[src/rtl/vga_pkg.sv]
// Timing constants and helpers shared by the raster-scan generator.
package vga_pkg;

    // Default 640x480@60 timing, in pixel clocks / lines
    localparam int unsigned H_VISIVEL_PADRAO = 640;
    localparam int unsigned H_FRENTE_PADRAO  = 16;
    localparam int unsigned H_SYNC_PADRAO    = 96;
    localparam int unsigned H_TRAS_PADRAO    = 48;
    localparam int unsigned V_VISIVEL_PADRAO = 480;
    localparam int unsigned V_FRENTE_PADRAO  = 10;
    localparam int unsigned V_SYNC_PADRAO    = 2;
    localparam int unsigned V_TRAS_PADRAO    = 33;

    // Full period of one axis from its four segments
    function automatic int unsigned total_eixo(input int unsigned visivel,
                                               input int unsigned frente,
                                               input int unsigned sync,
                                               input int unsigned tras);
        return visivel + frente + sync + tras;
    endfunction

    // Smallest counter width able to hold total-1
    function automatic int unsigned largura_minima(input int unsigned total);
        return (total <= 2) ? 1 : $clog2(total);
    endfunction

endpackage

[src/rtl/gerador_varredura_contador_eixo.sv]
// One wrapping axis counter with registered sync flag and next-value visibility flag.
module contador_eixo
    import vga_pkg::*;
#(
    parameter int unsigned TOTAL       = 800,
    parameter int unsigned VISIVEL     = 640,
    parameter int unsigned INICIO_SYNC = 656,
    parameter int unsigned FIM_SYNC    = 752,
    parameter int unsigned SYNC_ATIVO  = 0,
    parameter int unsigned LARGURA     = 10
) (
    input  logic               clk,
    input  logic               rst,
    input  logic               avanca,
    output logic [LARGURA-1:0] valor,
    output logic               visivel_eixo, // visibility of the value after this edge
    output logic               sync,
    output logic               ultimo
);

    if (LARGURA < largura_minima(TOTAL)) begin : g_largura_invalida
        $error("contador_eixo: LARGURA too small for TOTAL");
    end

    localparam logic [LARGURA:0] ULTIMO_V  = (LARGURA+1)'(TOTAL - 1);
    localparam logic [LARGURA:0] VISIVEL_V = (LARGURA+1)'(VISIVEL);
    localparam logic [LARGURA:0] INICIO_V  = (LARGURA+1)'(INICIO_SYNC);
    localparam logic [LARGURA:0] FIM_V     = (LARGURA+1)'(FIM_SYNC);
    localparam logic             ATIVO     = (SYNC_ATIVO != 0);

    logic [LARGURA-1:0] prox;
    logic [LARGURA:0]   prox_ext;
    logic               sync_prox;

    assign ultimo = ({1'b0, valor} == ULTIMO_V);

    // Next counter value and the flags derived from it, so registered flags never lag the count
    always_comb begin
        prox = valor;
        if (avanca) begin
            prox = ultimo ? '0 : valor + LARGURA'(1);
        end
        prox_ext     = {1'b0, prox};
        visivel_eixo = (prox_ext < VISIVEL_V);
        sync_prox    = ((prox_ext >= INICIO_V) && (prox_ext < FIM_V)) ? ATIVO : ~ATIVO;
    end

    // Counter and sync registers
    always_ff @(posedge clk or posedge rst) begin
        if (rst) begin
            valor <= '0;
            sync  <= ~ATIVO;
        end else begin
            valor <= prox;
            sync  <= sync_prox;
        end
    end

endmodule

[src/rtl/gerador_varredura.sv]
// Raster-scan timing generator: column/line counters with registered sync and visible flags.
module gerador_varredura
    import vga_pkg::*;
#(
    parameter int unsigned LARGURA    = 10,
    parameter int unsigned H_VISIVEL  = H_VISIVEL_PADRAO,
    parameter int unsigned H_FRENTE   = H_FRENTE_PADRAO,
    parameter int unsigned H_SYNC     = H_SYNC_PADRAO,
    parameter int unsigned H_TRAS     = H_TRAS_PADRAO,
    parameter int unsigned V_VISIVEL  = V_VISIVEL_PADRAO,
    parameter int unsigned V_FRENTE   = V_FRENTE_PADRAO,
    parameter int unsigned V_SYNC     = V_SYNC_PADRAO,
    parameter int unsigned V_TRAS     = V_TRAS_PADRAO,
    parameter int unsigned SYNC_ATIVO = 0
) (
    input  logic               clk,
    input  logic               rst,
    input  logic               en,
    output logic [LARGURA-1:0] x,
    output logic [LARGURA-1:0] y,
    output logic               visivel,
    output logic               hsync,
    output logic               vsync,
    output logic               fim_linha,
    output logic               fim_quadro
);

    localparam int unsigned H_TOTAL = total_eixo(H_VISIVEL, H_FRENTE, H_SYNC, H_TRAS);
    localparam int unsigned V_TOTAL = total_eixo(V_VISIVEL, V_FRENTE, V_SYNC, V_TRAS);

    logic h_ultimo, v_ultimo;
    logic h_vis_prox, v_vis_prox;
    logic avanca_v;

    // Lines advance only on the enabled last column
    assign avanca_v = en & h_ultimo;

    contador_eixo #(
        .TOTAL       (H_TOTAL),
        .VISIVEL     (H_VISIVEL),
        .INICIO_SYNC (H_VISIVEL + H_FRENTE),
        .FIM_SYNC    (H_VISIVEL + H_FRENTE + H_SYNC),
        .SYNC_ATIVO  (SYNC_ATIVO),
        .LARGURA     (LARGURA)
    ) u_horizontal (
        .clk          (clk),
        .rst          (rst),
        .avanca       (en),
        .valor        (x),
        .visivel_eixo (h_vis_prox),
        .sync         (hsync),
        .ultimo       (h_ultimo)
    );

    contador_eixo #(
        .TOTAL       (V_TOTAL),
        .VISIVEL     (V_VISIVEL),
        .INICIO_SYNC (V_VISIVEL + V_FRENTE),
        .FIM_SYNC    (V_VISIVEL + V_FRENTE + V_SYNC),
        .SYNC_ATIVO  (SYNC_ATIVO),
        .LARGURA     (LARGURA)
    ) u_vertical (
        .clk          (clk),
        .rst          (rst),
        .avanca       (avanca_v),
        .valor        (y),
        .visivel_eixo (v_vis_prox),
        .sync         (vsync),
        .ultimo       (v_ultimo)
    );

    // Visible area flag registered from both axes' next values; (0,0) is visible
    always_ff @(posedge clk or posedge rst) begin
        if (rst) begin
            visivel <= 1'b1;
        end else begin
            visivel <= h_vis_prox & v_vis_prox;
        end
    end

    assign fim_linha  = en & h_ultimo;
    assign fim_quadro = fim_linha & v_ultimo;

endmodule

[config.mk]
export PLATFORM = sky130hd
export DESIGN_NAME = gerador_varredura
export DESIGN_NICKNAME = d
export VERILOG_FILES = /design/src/rtl/vga_pkg.sv /design/src/rtl/gerador_varredura_contador_eixo.sv /design/src/rtl/gerador_varredura.sv
export SDC_FILE = /design/constraint.sdc
export NUM_CORES = 1
export LEC_CHECK = 0
export ABC_AREA = 0
export BUFFER_PORTS_ARGS = -buffer_cell sky130_fd_sc_hd__buf_2
export CORE_ASPECT_RATIO = 0.5
export CORE_MARGIN = 3
export CORE_UTILIZATION = 39
export DETAILED_ROUTE_END_ITERATION = 10
export PLACE_DENSITY_LB_ADDON = 0.15
export SETUP_SLACK_MARGIN = 0.2
export SYNTH_ARGS = -nofsm -noshare
export SYNTH_HDL_FRONTEND = slang
export SYNTH_HIERARCHICAL = 1
export SYNTH_SLANG_ARGS = --single-unit
[constraint.sdc]
create_clock -name clk -period 2.1 [get_ports clk]
set_input_delay 0.21 -clock clk [delete_from_list [all_inputs] [get_ports clk]]
set_output_delay 0.21 -clock clk [all_outputs]
set_load 0.005 [all_outputs]
### Word level (Yosys, flattened, before mapping)

Index checks and enable logic that the tools add are counted.

| operators by class | value |
|---|---|
| bitwise logic cells | 3 |
| mux-type cells | 6 |
| equal/unequal tests | 2 |
| add/subtract/negate cells | 2 |
| reduce and logical (&&, ||, !) cells | 2 |
| $lt $le $gt $ge | 6 |

Operators with widths:

| operator | number |
|---|---|
| 10-bit 2-to-1 mux | 4 |
| 10-bit by 1-bit adder with 10-bit output (second input constant) | 2 |
| 10-bit == test (second input constant) | 2 |
| 10-bit less-than comparator (second input constant) | 2 |
| 10-bit by 9-bit less-than comparator with 1-bit output (second input constant) | 2 |
| 10-bit greater-or-equal comparator (second input constant) | 1 |
| 10-bit by 9-bit greater-or-equal comparator with 1-bit output (second input constant) | 1 |
| 1-bit bitwise AND | 3 |
| 1-bit logical AND | 2 |
| 1-bit 2-to-1 mux | 2 |

| word-level totals | value |
|---|---|
| bits in registers | 23 |
| input port bits | 3 |
| output and inout port bits | 25 |

### Longest topological paths before layout

| depth | value |
|---|---|
| depth in word-level cells | 6 |
| gate-level depth with buffers | 10 |
| gate-level depth less buffers | 10 |

### Hierarchy

Netlist, hierarchy kept.

By module, submodules not included:

| module | times used | cells an instance | area each (sq um) |
|---|---|---|---|
| contador_eixo (u_vertical) | 1 | 81 | 734.5 |
| contador_eixo (u_horizontal) | 1 | 57 | 599.3 |
| gerador_varredura | 1 | 5 | 48.8 |

### Worst setup path after synthesis

Ideal clock, no wire load.

| path | value |
|---|---|
| kind | register to register |
| start | register u_horizontal.valor[0] |
| end | register visivel |
| path buffers | 0 |
| arrival time | 2370 ps |
| cell stages (with the launch flop) | 11 |
| setup slack | -347 ps |
| cells stage by stage | dfrtp_1 > ha_1 > nand4_1 > nor3_4 > and2_1 > nand4_4 > or2_4 > nor3_4 > xor2_1 > a21oi_1 > and2_1 |

| on the way | value |
|---|---|
| cells in the longest elaborated chain, start to end | 5 |
| elaborated cells between the ends (all ways) | 9 |
| classes of those cells | add/sub: 1; order compare: 2; eq/ne: 1; mux: 3; bitwise: 2 |

Ends and longest elaborated chain:

| item | RTL line | text |
|---|---|---|
| from (decl) | gerador_varredura_contador_eixo.sv:15 | `output logic [LARGURA-1:0] valor,` |
| from (signal assigned) | gerador_varredura_contador_eixo.sv:54 | `valor <= prox;` |
| 10-bit == test | gerador_varredura_contador_eixo.sv:35 | `assign ultimo = ({1'b0, valor} == ULTIMO_V);` |
| named net h_ultimo | gerador_varredura.sv:31 | `logic h_ultimo, v_ultimo;` |
| 1-bit bitwise AND | -- |  |
| named net fim_linha | gerador_varredura.sv:24 | `output logic fim_linha,` |
| 10-bit 2-to-1 mux | gerador_varredura_contador_eixo.sv:40 | `if (avanca) begin` |
| 10-bit by 9-bit less-than comparator with 1-bit output | gerador_varredura_contador_eixo.sv:44 | `visivel_eixo = (prox_ext < VISIVEL_V);` |
| named net v_vis_prox | gerador_varredura.sv:32 | `logic h_vis_prox, v_vis_prox;` |
| 1-bit bitwise AND | gerador_varredura.sv:77 | `visivel <= h_vis_prox & v_vis_prox;` |
| to (signal assigned) | gerador_varredura.sv:77 |  |
| to (decl) | gerador_varredura.sv:21 | `output logic visivel,` |

The timed path passes the listed nets, and every way through them passes these cells.

### Worst setup path after layout

| path | value |
|---|---|
| start | register u_horizontal.valor[1] |
| end | register visivel |

| on the way | value |
|---|---|
| cells in the longest elaborated chain, start to end | 5 |
| elaborated cells between the ends (all ways) | 9 |
| classes of those cells | add/sub: 1; order compare: 2; eq/ne: 1; mux: 3; bitwise: 2 |

Ends and longest elaborated chain:

| item | RTL line | text |
|---|---|---|
| 10-bit == test | gerador_varredura_contador_eixo.sv:35 |  |
| named net h_ultimo | gerador_varredura.sv:31 |  |
| 1-bit bitwise AND | gerador_varredura.sv:36 | `assign avanca_v = en & h_ultimo;` |
| 10-bit 2-to-1 mux | gerador_varredura_contador_eixo.sv:40 |  |
| 10-bit by 9-bit less-than comparator with 1-bit output | gerador_varredura_contador_eixo.sv:44 |  |
| named net v_vis_prox | gerador_varredura.sv:32 |  |
| 1-bit bitwise AND | gerador_varredura.sv:77 |  |

The timed path passes the listed nets, and every way through them passes these cells.

==> impl_results.md <==
- Crit path top cell by count: nor3_4
- Layout Nets: 207
- R2R Path End: visivel$_DFF_PP1_
- IO Pins: 28
- Cell Pwr Density: between 600 and 700 nW/um^2
- Maximum vdd drop: approximately 250 uV
- Failing checks: setup timing
- RSZ-0062 raised after global routing: yes
- Root buf cell: clkbuf_8
- Yosys cell types: 49
- Cell count after synthesis: 143
- Slew headroom: between 60% and 70%
- Worst Setup End Kind: register
- Net Count, Synth: 149
- Main synth FF type: dfrtp_1
- Worst Setup Start Kind: register
- Final WL: approximately 3600 um
- Worst R2R Start: u_horizontal/valor[1]$_DFF_PP0_
- R2R Setup Slk: -0.09 ns
- CP Capture Point: visivel$_DFF_PP1_
- Worst hold slack: just under 0.3 ns
- Clk Latency, worst-skew pair: 0.27 ns
- Yosys warning total: 6
- Final hold viol count: 0
- N_diodes: 0
- Dpl ws: -0.01390 ns
- Gr usage total: 16.80%
- Status: complete, but fails checks
- Worst EP arrival: approximately 2.4 ns
- P&R area growth vs syn: 39.73%
- Post-detailed-route wirelength per cell: ~15 um
- Avg Cell Area, Syn: 9.668 um^2
- Ys async rst share: 100.0%
- #FFs+latches synth: 23
- CP startpoint: u_horizontal/valor[1]$_DFF_PP0_
- Clk slew on worst S/H paths: around 0.080 ns
- Initial DRT Pass Iterations: 4
- Vias: 1316
- Crit path largest cell delay: 0.36 ns
- Stages on the worst setup path: 10
- Maximum buffer depth of the clock tree: 2
- Worst setup margin: -0.09169 ns
- Clk sinks: 23
- Leakage: 0.0009023 uW
- Final Skew: 0.005263 ns
- ANT nets after route: 0
- Bufs and invs on worst path: 0
- Fin crit share: 104.4%
- Initial Util: a little over two fifths
- Row count: 14
- GPL Wtd Cong: 0.8467
- Max frequency: 0.4563 GHz
- Final setup viols: 3
- Initial antenna violation count: 0
- Sequential area share after synthesis: 41.90%
- Cell family with the largest share of critical-path delay: simple AND/OR/NAND/NOR gates
- Max Transition Viols Final: 0
- Global route overflow: 0
- Vias in the first global route: between 1000 and 1500
- CTS tree: yes
- Detailed Route Iter0 Violations: 46
- Post-DP HPWL: 2391 um
- Width of the die: approximately 90 um
- DIE HEIGHT: 48.10 um
- Setup TNS: -0.1711 ns
- Largest net degree at the start of global routing: 14
- DR DRC count: 0
- Critical Path Fanout Max: 4
- Post-synth EDFFs: 0
- # fillers: about 290
- Overall Power: around 1300 uW
- Core area: 3188 um^2
- CP Class: register to register
- R2R depth: 10
- Worst-Margin Slew: 0.4574 ns
- Critical path required time: 2.31 ns
- Die Area: ~4300 um^2
- CTS buffer count: 3
- H-tree levels: 1
- Max-Cap Viols: 0
- Minimum clock period: roughly 2.2 ns
- IO Port Bufs: 27
- Hold Path Class: input pin to register
- Synth Cell Area: 1383 um^2
- Vias per inst: 5.306
- Fraction of layout cells with a size suffix above 1: 47.00%
- CP max stage cell: dfrtp_1
- Worst path cell trace: ha_2 -> nand4_1 -> nor3_4 -> and2_4 -> nand4_4 -> or2_4 -> nor3_4 -> xor2_1 -> a21oi_1 -> and2_1
- First-pass GRT wire length: about 5600 um
- Hold Path Depth: 3
[synth_stat cells (3+ instances only)]
cell type	instances	area, um^2
nand3_1	4	20.02
dfstp_2	3	78.83
o21ai_0	5	25.02
ha_1	3	37.54
nand4b_1	4	35.03
dfrtp_1	20	500.5
xnor2_1	7	61.31
o31ai_1	3	22.52
inv_1	8	30.03
nor3_4	3	48.80
nand4_1	6	37.54
nor3_1	4	20.02
a21oi_1	4	20.02
nor2_1	9	33.78
xor2_1	3	26.28
nand2_1	19	71.32
[worst min-delay path, cell delays in order]
cell and delay [ns]:
buf_2 0.18, nand2_1 0.08, o2bb2ai_1 0.05
[kinds of logic (layout without fill, tap and decap cells)]
group                      after synthesis  count (layout)  synth area share [%]
AOI/OAI and AO/OA                       24              24                 11.58
adders and majority gates                3               3                 2.715
buffers and inverters                   13              70                 4.072
muxes                                    3               3                 2.262
and+or+nand+nor                         67              67                 31.13
DFF                                     23              23                 41.90
xor gates and xnor gates                10              10                 6.335
[worst min-delay path by stage]
| stage | start | to | slack (ns) |
|---|---|---|---|
| after CTS | en | u_horizontal/valor[1]$_DFF_PP0_ | 0.29 |
| after global placement | rst | visivel$_DFF_PP1_ | 0.22 |
| after detailed placement | rst | visivel$_DFF_PP1_ | 0.23 |
| after floorplan | rst | u_horizontal/valor[0]$_DFF_PP0_ | 0.06 |
| after global routing | en | u_horizontal/valor[3]$_DFF_PP0_ | 0.33 |
| final | en | u_horizontal/valor[1]$_DFF_PP0_ | 0.30 |
[layout by cell type (no fill, tap or decap), types with 3 or more instances in the layout]
master,n
dfrtp_1,16
dfstp_2,3
nand4b_1,4
o21ai_0,4
clkbuf_8,3
nor3_4,3
nand4_1,6
buf_6,4
buf_2,27
nand2_1,19
nand3_1,4
a21oi_1,3
inv_1,8
buf_4,26
nor2_1,8
dfrtp_2,4
o31ai_1,3
nor3_1,4
xnor2_1,5
[area by class of cell]
class / count / area, um^2 / area share [%]
multi-input combinational: 107 / 827.0 / 42.81
sequential: 23 / 584.3 / 30.25
timing repair buffer: 58 / 385.4 / 19.95
tap: 48 / 60.06 / 3.109
clock buffer: 4 / 45.04 / 2.332
inverter: 8 / 30.03 / 1.554
[through the flow]
step	utilization (%)	area (um^2)	instances
final	60.60	1932	248
after global routing	60.60	1932	248
after CTS	56.40	1798	241
after detailed placement	52.28	1667	227
after global placement	52.28	1667	227
after floorplan	-	1393	143
[state kept, by name, indices dropped and copies added (netlist names)]
register,count
visivel,1
u_vertical/sync,1
u_vertical/valor,10
u_horizontal/valor,10
u_horizontal/sync,1
[layer usage]
metal / track usage, % / vias up / part of all wire, %
met4: 3.647 / 0 / 0.74
met5: 0 / - / 0
met2: 31.36 / 44 / 48
met3: 4.314 / 4 / 5.3
li1: - / 628 / -
met1: 20.80 / 640 / 46
[what timing repair did]
action / 4_1_cts / 5_1_grt
endpoints found under the setup margin: 8 / 13
buffers inserted: 9 / 7
pin swaps: 4 / 8
gates resized for setup: 3 / 17
hold buffers: 1 / 0
hold endpoints to repair: 21 / 0
[where the power goes]
part	switching (uW)	internal, uW
Combinational	237	243
Sequential	37.8	509
Clock	146	136
Note: power is estimated with default switching activity, not from simulation.
